`src/rtl/clk_ratio_mon_if.sv`:
```
// Signal bundle between a divided-clock source and its ratio monitor.
// master: side driving clk_div/en; slave: the monitor reporting measurements.
interface clk_ratio_mon_if #(
  parameter int unsigned CW = 8
);
  logic          clk_div;
  logic          en;
  logic [CW-1:0] period;
  logic [CW-1:0] high_time;
  logic          period_vld;
  logic          locked;
  logic          err;
  logic          timeout;
  logic [7:0]    err_cnt;

  modport master (
    output clk_div, en,
    input  period, high_time, period_vld, locked, err, timeout, err_cnt
  );

  modport slave (
    input  clk_div, en,
    output period, high_time, period_vld, locked, err, timeout, err_cnt
  );
endinterface

```
`src/rtl/clk_ratio_mon.sv`:
```
// Divided-clock ratio checker: measures period/high time of clk_div in clk_in cycles.
// Optional duty-cycle check enabled by defining CLK_RATIO_MON_DUTY_CHECK_EN.
module clk_ratio_mon #(
  parameter int unsigned N        = 8,
  parameter int unsigned TOL      = 0,
  parameter int unsigned LOCK_CNT = 4,
  parameter int unsigned TIMEOUT  = 32,
  parameter int unsigned CW       = 8
) (
  input  logic          clk_in,
  input  logic          rstn,
  clk_ratio_mon_if.slave mon
);

  localparam int unsigned   GW    = $clog2(LOCK_CNT + 1);
  localparam logic [CW-1:0] CMAX  = '1;
  localparam logic [CW-1:0] TO_CW = CW'(TIMEOUT);
  localparam logic [GW-1:0] LOCK_G = GW'(LOCK_CNT);

  typedef enum logic [1:0] {IDLE, SYNC, MEAS} state_t;

  state_t        state_q, state_d;
  logic          s1, s2, s3;
  logic          rise_p, fall_p;
  logic [CW-1:0] cnt_q, cnt_d, cnt_inc;
  logic [CW-1:0] hi_q, hi_d;
  logic [GW-1:0] good_q, good_d;
  logic [CW-1:0] period_q, period_d;
  logic [CW-1:0] high_q, high_d;
  logic          vld_q, vld_d;
  logic          err_q, err_d;
  logic          locked_q, locked_d;
  logic          to_q, to_d;
  logic [7:0]    ecnt_q, ecnt_d, ecnt_inc;
  logic          duty_ok, period_good, to_hit;

  function automatic logic in_tol(input logic [CW-1:0] v, input int unsigned tgt);
    int unsigned v32;
    v32 = 32'(v);
    if (v32 >= tgt) return (v32 - tgt) <= TOL;
    else            return (tgt - v32) <= TOL;
  endfunction

  assign rise_p   = s2 & ~s3;
  assign fall_p   = ~s2 & s3;
  assign cnt_inc  = (cnt_q == CMAX) ? cnt_q : cnt_q + 1'b1;
  assign ecnt_inc = (ecnt_q == 8'hFF) ? ecnt_q : ecnt_q + 8'd1;

`ifdef CLK_RATIO_MON_DUTY_CHECK_EN
  assign duty_ok = in_tol(hi_q, N / 2);
`else
  assign duty_ok = 1'b1;
`endif

  // cnt_inc is the period being closed, since cnt restarts at 0 after each rise
  assign period_good = in_tol(cnt_inc, N) && duty_ok;

  // rise_p takes priority over the timeout threshold; SYNC only times out once
  assign to_hit = mon.en && !rise_p && (cnt_q == TO_CW) &&
                  ((state_q == MEAS) || ((state_q == SYNC) && !to_q));

  always_ff @(posedge clk_in or negedge rstn) begin
    if (!rstn) begin
      s1 <= 1'b0;
      s2 <= 1'b0;
      s3 <= 1'b0;
    end else begin
      s1 <= mon.clk_div;
      s2 <= s1;
      s3 <= s2;
    end
  end

  always_ff @(posedge clk_in or negedge rstn) begin
    if (!rstn) begin
      state_q  <= IDLE;
      cnt_q    <= '0;
      hi_q     <= '0;
      good_q   <= '0;
      period_q <= '0;
      high_q   <= '0;
      vld_q    <= 1'b0;
      err_q    <= 1'b0;
      locked_q <= 1'b0;
      to_q     <= 1'b0;
      ecnt_q   <= '0;
    end else begin
      state_q  <= state_d;
      cnt_q    <= cnt_d;
      hi_q     <= hi_d;
      good_q   <= good_d;
      period_q <= period_d;
      high_q   <= high_d;
      vld_q    <= vld_d;
      err_q    <= err_d;
      locked_q <= locked_d;
      to_q     <= to_d;
      ecnt_q   <= ecnt_d;
    end
  end

  always_comb begin
    state_d  = state_q;
    cnt_d    = cnt_q;
    hi_d     = hi_q;
    good_d   = good_q;
    period_d = period_q;
    high_d   = high_q;
    vld_d    = 1'b0;
    err_d    = 1'b0;
    locked_d = locked_q;
    to_d     = to_q;
    ecnt_d   = ecnt_q;

    if (!mon.en) begin
      state_d  = IDLE;
      cnt_d    = '0;
      hi_d     = '0;
      good_d   = '0;
      locked_d = 1'b0;
      to_d     = 1'b0;
    end else begin
      unique case (state_q)
        IDLE: begin
          state_d = SYNC;
          cnt_d   = '0;
          hi_d    = '0;
        end
        SYNC: begin
          if (rise_p) begin
            state_d = MEAS;
            cnt_d   = '0;
            hi_d    = '0;
            to_d    = 1'b0;
          end else begin
            cnt_d = cnt_inc;
          end
        end
        MEAS: begin
          if (rise_p) begin
            cnt_d    = '0;
            hi_d     = '0;
            period_d = cnt_inc;
            high_d   = hi_q;
            vld_d    = 1'b1;
            if (period_good) begin
              if (good_q != LOCK_G) good_d = good_q + 1'b1;
              locked_d = (good_d == LOCK_G);
            end else begin
              err_d    = 1'b1;
              good_d   = '0;
              locked_d = 1'b0;
              ecnt_d   = ecnt_inc;
            end
          end else begin
            cnt_d = cnt_inc;
            if (fall_p) hi_d = cnt_inc;
          end
        end
        default: state_d = IDLE;
      endcase

      if (to_hit) begin
        state_d  = SYNC;
        cnt_d    = '0;
        to_d     = 1'b1;
        err_d    = 1'b1;
        ecnt_d   = ecnt_inc;
        locked_d = 1'b0;
        good_d   = '0;
      end
    end
  end

  assign mon.period     = period_q;
  assign mon.high_time  = high_q;
  assign mon.period_vld = vld_q;
  assign mon.locked     = locked_q;
  assign mon.err        = err_q;
  assign mon.timeout    = to_q;
  assign mon.err_cnt    = ecnt_q;

endmodule

```
`src/flat_wrapper.sv`:
```
// flat-port wrapper written by rule: the top's interface ports become plain ports
module clk_ratio_mon_flat 
#(
  parameter int unsigned N        = 8,
  parameter int unsigned TOL      = 0,
  parameter int unsigned LOCK_CNT = 4,
  parameter int unsigned TIMEOUT  = 32,
  parameter int unsigned CW       = 8
)
  (clk_in, rstn, mon_clk_div, mon_en, mon_period, mon_high_time, mon_period_vld, mon_locked, mon_err, mon_timeout, mon_err_cnt);
  clk_ratio_mon_if #(.CW(CW)) mon_i ();
  input  logic clk_in;
  input  logic rstn;
  input wire logic [$bits(mon_i.clk_div)-1:0] mon_clk_div;
  input wire logic [$bits(mon_i.en)-1:0] mon_en;
  output wire logic [$bits(mon_i.period)-1:0] mon_period;
  output wire logic [$bits(mon_i.high_time)-1:0] mon_high_time;
  output wire logic [$bits(mon_i.period_vld)-1:0] mon_period_vld;
  output wire logic [$bits(mon_i.locked)-1:0] mon_locked;
  output wire logic [$bits(mon_i.err)-1:0] mon_err;
  output wire logic [$bits(mon_i.timeout)-1:0] mon_timeout;
  output wire logic [$bits(mon_i.err_cnt)-1:0] mon_err_cnt;
  assign mon_i.clk_div = mon_clk_div;
  assign mon_i.en = mon_en;
  assign mon_period = mon_i.period;
  assign mon_high_time = mon_i.high_time;
  assign mon_period_vld = mon_i.period_vld;
  assign mon_locked = mon_i.locked;
  assign mon_err = mon_i.err;
  assign mon_timeout = mon_i.timeout;
  assign mon_err_cnt = mon_i.err_cnt;
  clk_ratio_mon #(.N(N), .TOL(TOL), .LOCK_CNT(LOCK_CNT), .TIMEOUT(TIMEOUT), .CW(CW)) u_core (.clk_in(clk_in), .rstn(rstn), .mon(mon_i));
endmodule
```
`config.mk`:
```
export PLATFORM = sky130hd
export DESIGN_NAME = clk_ratio_mon_flat
export DESIGN_NICKNAME = d
export VERILOG_FILES = /design/src/rtl/clk_ratio_mon_if.sv /design/src/rtl/clk_ratio_mon.sv /design/src/flat_wrapper.sv
export SDC_FILE = /design/constraint.sdc
export NUM_CORES = 1
export LEC_CHECK = 0
export BUFFER_PORTS_ARGS = -buffer_cell sky130_fd_sc_hd__buf_2
export CAP_MARGIN = 40
export CORE_MARGIN = 1
export CORE_UTILIZATION = 35
export CTS_CLUSTER_SIZE = 24
export DETAILED_ROUTE_END_ITERATION = 10
export PLACE_DENSITY_LB_ADDON = 0.05
export SETUP_SLACK_MARGIN = 0.5
export SLEW_MARGIN = 10
export SYNTH_ARGS = -nofsm -noshare
export SYNTH_HDL_FRONTEND = slang
export SYNTH_SLANG_ARGS = --single-unit
```
`constraint.sdc`:
```
create_clock -name clk_in -period 4.3 [get_ports clk_in]
set_clock_uncertainty 0.1 [all_clocks]
set_input_delay 0.215 -clock clk_in [delete_from_list [all_inputs] [get_ports clk_in]]
set_output_delay 0.215 -clock clk_in [all_outputs]
set_load 0.05 [all_outputs]
```
Word-level counts from Yosys, hierarchy flattened:

Index checks and enable logic that the tools add are counted.

* bits in registers: 52
* word-level logic and storage cells: 107
* bits of input ports: 4
* output and inout port bits: 28

* bitwise logic cells: 4
* mux-type cells: 47
* reduce and logical (&&, ||, !) cells: 17
* order comparisons: 3
* $add $sub $neg: 5
* equality and inequality tests: 17

Operators with widths (number)
* $mux W8: 13
* $le A32 B1 Y1 const B: 2
* $mux W3: 10
* $pmux W8 S3: 1
* $mux W1: 18
* $add A8 B1 Y8 const B: 2
* $eq A8 B8 Y1 const B: 2
* $pmux W8 S2: 1
* $ne A4 B2 Y1 const B: 3
* $ne A3 B1 Y1 const B: 3
* $sub A4 B8 Y9 const A: 1
* $sub A8 B4 Y9 const B: 1
* $eq A8 B6 Y1 const B: 1
* $ge A8 B4 Y1 const B: 1
* $mux W2: 3
* $ne A3 B2 Y1 const B: 2
* $pmux W2 S3: 1
* $reduce_and A2 Y1: 3
* $reduce_and A3 Y1: 2
* $logic_and A1 B1 Y1: 4
* $ne A4 B1 Y1 const B: 1
* $reduce_and A4 Y1: 1
* $reduce_bool A2 Y1: 2
* $add A3 B1 Y3 const B: 1
* other kinds (11): 14

Logic depth before layout (Yosys ltp):

* depth in word-level cells: 15
* gate-level depth with buffers: 15

Worst setup path before layout:

No wires, ideal clock.

* path kind: register -> register
* start: register u_core.cnt_q[0]
* end: register u_core.ecnt_q[1] (netlist: u_core.mon.err_cnt[1])
* data arrival time: 3142 ps
* buffers on the path: 1
* clock period less this slack: 3369 ps
* path slack: 931 ps
* cell stages (with the launch flop): 14
* data required time: 4072 ps
* path through: dfrtp_1 -> ha_1 -> clkbuf_1 -> nand2_1 -> nor2_1 -> nor2_1 -> xnor2_1 -> ha_1 -> o211ai_1 -> or4_1 -> a31oi_1 -> o2111a_2 -> nor2_1 -> mux2_1

* cells in the longest elaborated chain, start to end: 7
* elaborated cells on any way between the ends: 17
* classes of those cells: 3 x add/sub; 3 x order compare; 3 x eq/ne; 3 x mux; 5 x reduce/logical

RTL lines
* start: declaration: line clk_ratio_mon.sv:25 `logic [CW-1:0] cnt_q, cnt_d, cnt_inc;`
* start signal: assignment: line clk_ratio_mon.sv:89 `cnt_q <= cnt_d;`
* $add A8 B1 Y8 / $eq A8 B8 Y1 (equally long branches): line clk_ratio_mon.sv:46 `assign cnt_inc = (cnt_q == CMAX) ? cnt_q : cnt_q + 1'b1;`
* $mux W8: line clk_ratio_mon.sv:46
* $sub A4 B8 Y9 / $sub A8 B4 Y9 (equally long branches): line clk_ratio_mon.sv:41, clk_ratio_mon.sv:40
* $le A32 B1 Y1, on equally long branches: line clk_ratio_mon.sv:41, clk_ratio_mon.sv:40
* $mux W1: line clk_ratio_mon.sv:40 `if (v32 >= tgt) return (v32 - tgt) <= TOL;`
* $ne A2 B2 Y1 (no source line)
* $reduce_and A4 Y1 (no source line)
* end signal: assignment: line clk_ratio_mon.sv:98 `ecnt_q <= ecnt_d;`
* end: declaration: line clk_ratio_mon.sv:34 `logic [7:0] ecnt_q, ecnt_d, ecnt_inc;`

Parallel ways exist; a longest one is shown, timed or not.
A chain may end at the register's enable or synchronous reset.

Final worst setup path:

* start: register u_core.cnt_q[3]
* end: register u_core.ecnt_q[1] (netlist: u_core.mon.err_cnt[1])

The elaborated chain is that of the path after synthesis.

==> results.cfg <==
[timing]
period_share_pct = 82.8
setup-violations-final = 0
layout_min_cycle_time_ps = 3560
maxSlewViolCount = 0
tightest_slew_ps = 667
fin_setup_tns_ps = 0
fmax_ghz = 0.281
final-hold-violation-count = 0
rsz0062_at_grt = no
slew_headroom_pct = 55.5

[pwr]
internal-power_w = 0.000645
p_leak_nw = 1.45
vdd_drop_max_uv = 122
power_density_nw_per_um2 = 302
power_switching_w = 0.000255
pwr-share-comb_pct = 11.2
netSwitchingFraction_pct = 28.3
p_clk_share_pct = 31.8
seq_power_share_pct = 57.0

[drt]
first_pass_iters = 4
num_vias = 1930
drt-initial-drc-count = 65
drt-wirelength-per-cell_um = 14.1
route.detailed.drc = 0
drtAntennaViolNets = 0
wirelength_mm = 5.48
viasPerCell = 4.97

[cells_and_area]
diodes = 0
drive_above_1_share_pct = 22.8
finalNetCount = 304
utilization_pct = 41.3
synthToLayoutAreaGrowth_pct = 14.5

[clocking]
cts_tree = built
clk_path_buf_depth = 2
clock_sinks = 52
root_buffer = clkbuf_8
insertion_delay_ps = 310
cts_buffers = 5
cts_max_level = 2
cts.reportedPaths.clkPinSlew_ps = 100

[floorplan]
dieArea_um2 = 7780
die_height_um = 88.2
start_util_pct = 36.0
rows = 31
dieWidth_um = 88.2
io-pin-count = 32
core-area_um2 = 7210

[logic_synthesis]
postSynthCellCount = 255
ys.warnings.count = 0
synth.avg_cell_area_um2 = 10.2
synth.cell_area_um2 = 2600
syn-num-nets = 271
yosysSeqAreaShare_pct = 50.0
synth_top_area_share_pct = 50.0
ys.flop_type = dfrtp_1
synth_area_leader_cell = dfrtp_1
synth_cell_types = 46
synth_area_leaders = dfrtp_1 (50%), ha_1 (5.8%), nand2_1 (5.6%)
synthTopCellsByCount = dfrtp_1 (52), nand2_1 (39), o21ai_0 (24)
ys_async_sr_fraction_pct = 100
synth_edf_count = 0
synth.most_common_cell = dfrtp_1
ys_ff_latch = 52

[global_route]
grtUsageTotal_pct = 15.2
antenna_found_initial = 0
grt_pass1_wl_mm = 9.05
grt_pass1_vias = 1766
globalRouteOverflowTotal = 0
grt_max_degree = 53

[placement]
gp_congestion = 0.902
port_buffers = 31
dp_hpwl_mm = 3.84

[critical_path]
cp_max_fo = 10
path_cells = and4_1 -> nand2_1 -> nor2_2 -> nor2_1 -> xnor2_2 -> ha_1 -> o211ai_1 -> or4_1 -> a31oi_1 -> o2111a_2 -> nor2_1 -> mux2_1
crit_family = simple AND/OR/NAND/NOR gates
reg2reg_slack_ps = 740
start_kind = flip-flop
arrival_ps = 3660
cp-end-kind = flip-flop
cp.required_ps = 4400
crit_path_top_delay_cell = dfrtp_2
critPathKind = flip-flop to flip-flop
crit_top_cell = nor2_1
cpPeakStageDelay_ps = 490
worst-path-buf-inv = 0

[flow_run]
drv_cap = 0

[outcome]
status = completed

[worst_hold_path]
worstHoldPathType = input port to flip-flop
[sequential cells by signal, summed over array words and instances, names as in the netlist, 2 cells and up]
signal                count
u_core.cnt_q              8
u_core.good_q             3
u_core.hi_q               8
u_core.mon.err_cnt        8
u_core.mon.high_time      8
u_core.mon.period         8
u_core.state_q            2
[path summary, 6_finish.rpt]
check	from	end	cells after the start
min reg2reg	u_core.s1	u_core.s2	0
max in group asynchronous	rstn	u_core.cnt_q[3]	3
max reg2reg	u_core.cnt_q[3]	u_core.mon.err_cnt[1]	12
max	u_core.cnt_q[3]	u_core.mon.err_cnt[1]	12
min in group asynchronous	rstn	u_core.mon.high_time[7]	3
min	mon_en	u_core.mon.timeout	3
[stage by stage]
stage	total power (W)	cell area (µm²)	worst slack [ps]	hold WS, ps	std cells
floorplan	0.000587	2600	931	-181	255
global placement	0.000623	2840	496	225	377
detailed placement	0.000623	2840	371	225	378
CTS	0.000918	2960	562	113	388
global route	0.000950	2980	514	127	388
finish	0.000900	2980	740	117	388
[placed cells by master (no fill, tap or decap), types with 2 or more instances in the layout]
| master | Yosys | routed |
|---|---|---|
| mux2_2 | 9 | 9 |
| ha_1 | 12 | 11 |
| o31ai_1 | 3 | 3 |
| nor3b_1 | 3 | 3 |
| a21oi_1 | 10 | 10 |
| a31oi_1 | 5 | 5 |
| nor2_1 | 6 | 5 |
| o21ai_0 | 24 | 24 |
| clkbuf_8 | 0 | 5 |
| a21o_1 | 2 | 2 |
| xor2_1 | 8 | 8 |
| nor3_2 | 4 | 4 |
| nand3_1 | 13 | 13 |
| nand4_1 | 4 | 4 |
| dfrtp_1 | 52 | 51 |
| nand2_2 | 2 | 2 |
| inv_1 | 14 | 14 |
| and3_1 | 5 | 5 |
| buf_4 | 1 | 3 |
| mux2i_1 | 2 | 2 |
| dlygate4sd3_1 | 0 | 2 |
| or4_1 | 3 | 3 |
| nand2_1 | 39 | 39 |
| buf_2 | 2 | 32 |
| xnor2_1 | 3 | 2 |
[per-layer routing]
metal / GRT usage, % / routed length, µm / up-vias
met1: 22.6 / 2760 / 933
met3: 3.20 / 193 / 6
met5: 0 / 0 / -
met2: 21.9 / 2450 / 34
met4: 4.84 / 69 / 0
li1: - / - / 957
[power by group through the flow]
stage	Combinational [W]	Clock (W)	Sequential, W
after detailed placement	0.000101	0	0.000522
final	0.000101	0.000286	0.000513
after CTS	0.000103	0.000303	0.000512
after global placement	0.000101	0	0.000522
after global routing	0.000113	0.000322	0.000515
after floorplan	0.0000465	0	0.000541
[final cells by class]
class / instances / area (µm²)
multi-input combinational: 178 / 1210
clock buffer: 6 / 72.6
clock inverter: 2 / 16.3
inverter: 14 / 52.6
fill: 774 / 4240
sequential: 52 / 1300
timing repair buffer: 37 / 203
tap: 99 / 124
[kinds of logic after synthesis]
group	share of synthesized area, %
simple gates	17.9
compound gates	13.0
xor+xnor	3.71
mux	5.10
buf+inv	4.43
fa+ha+maj	5.77
flops	50.0
[tightest hold or removal path, delay by kind of cell]
family                 cells  cell delay [ps]
buffers and inverters      1              150
AND/OR/NAND/NOR            2              130
[what timing repair did]
item / CTS / global route
hold endpoints to repair: 53 / 0
hold buffers: 2 / 0
resized for setup: 2 / 3
endpoints found under the setup margin: 5 / 7
setup buffers: 0 / 0
Power figures use the tool's default switching activity.
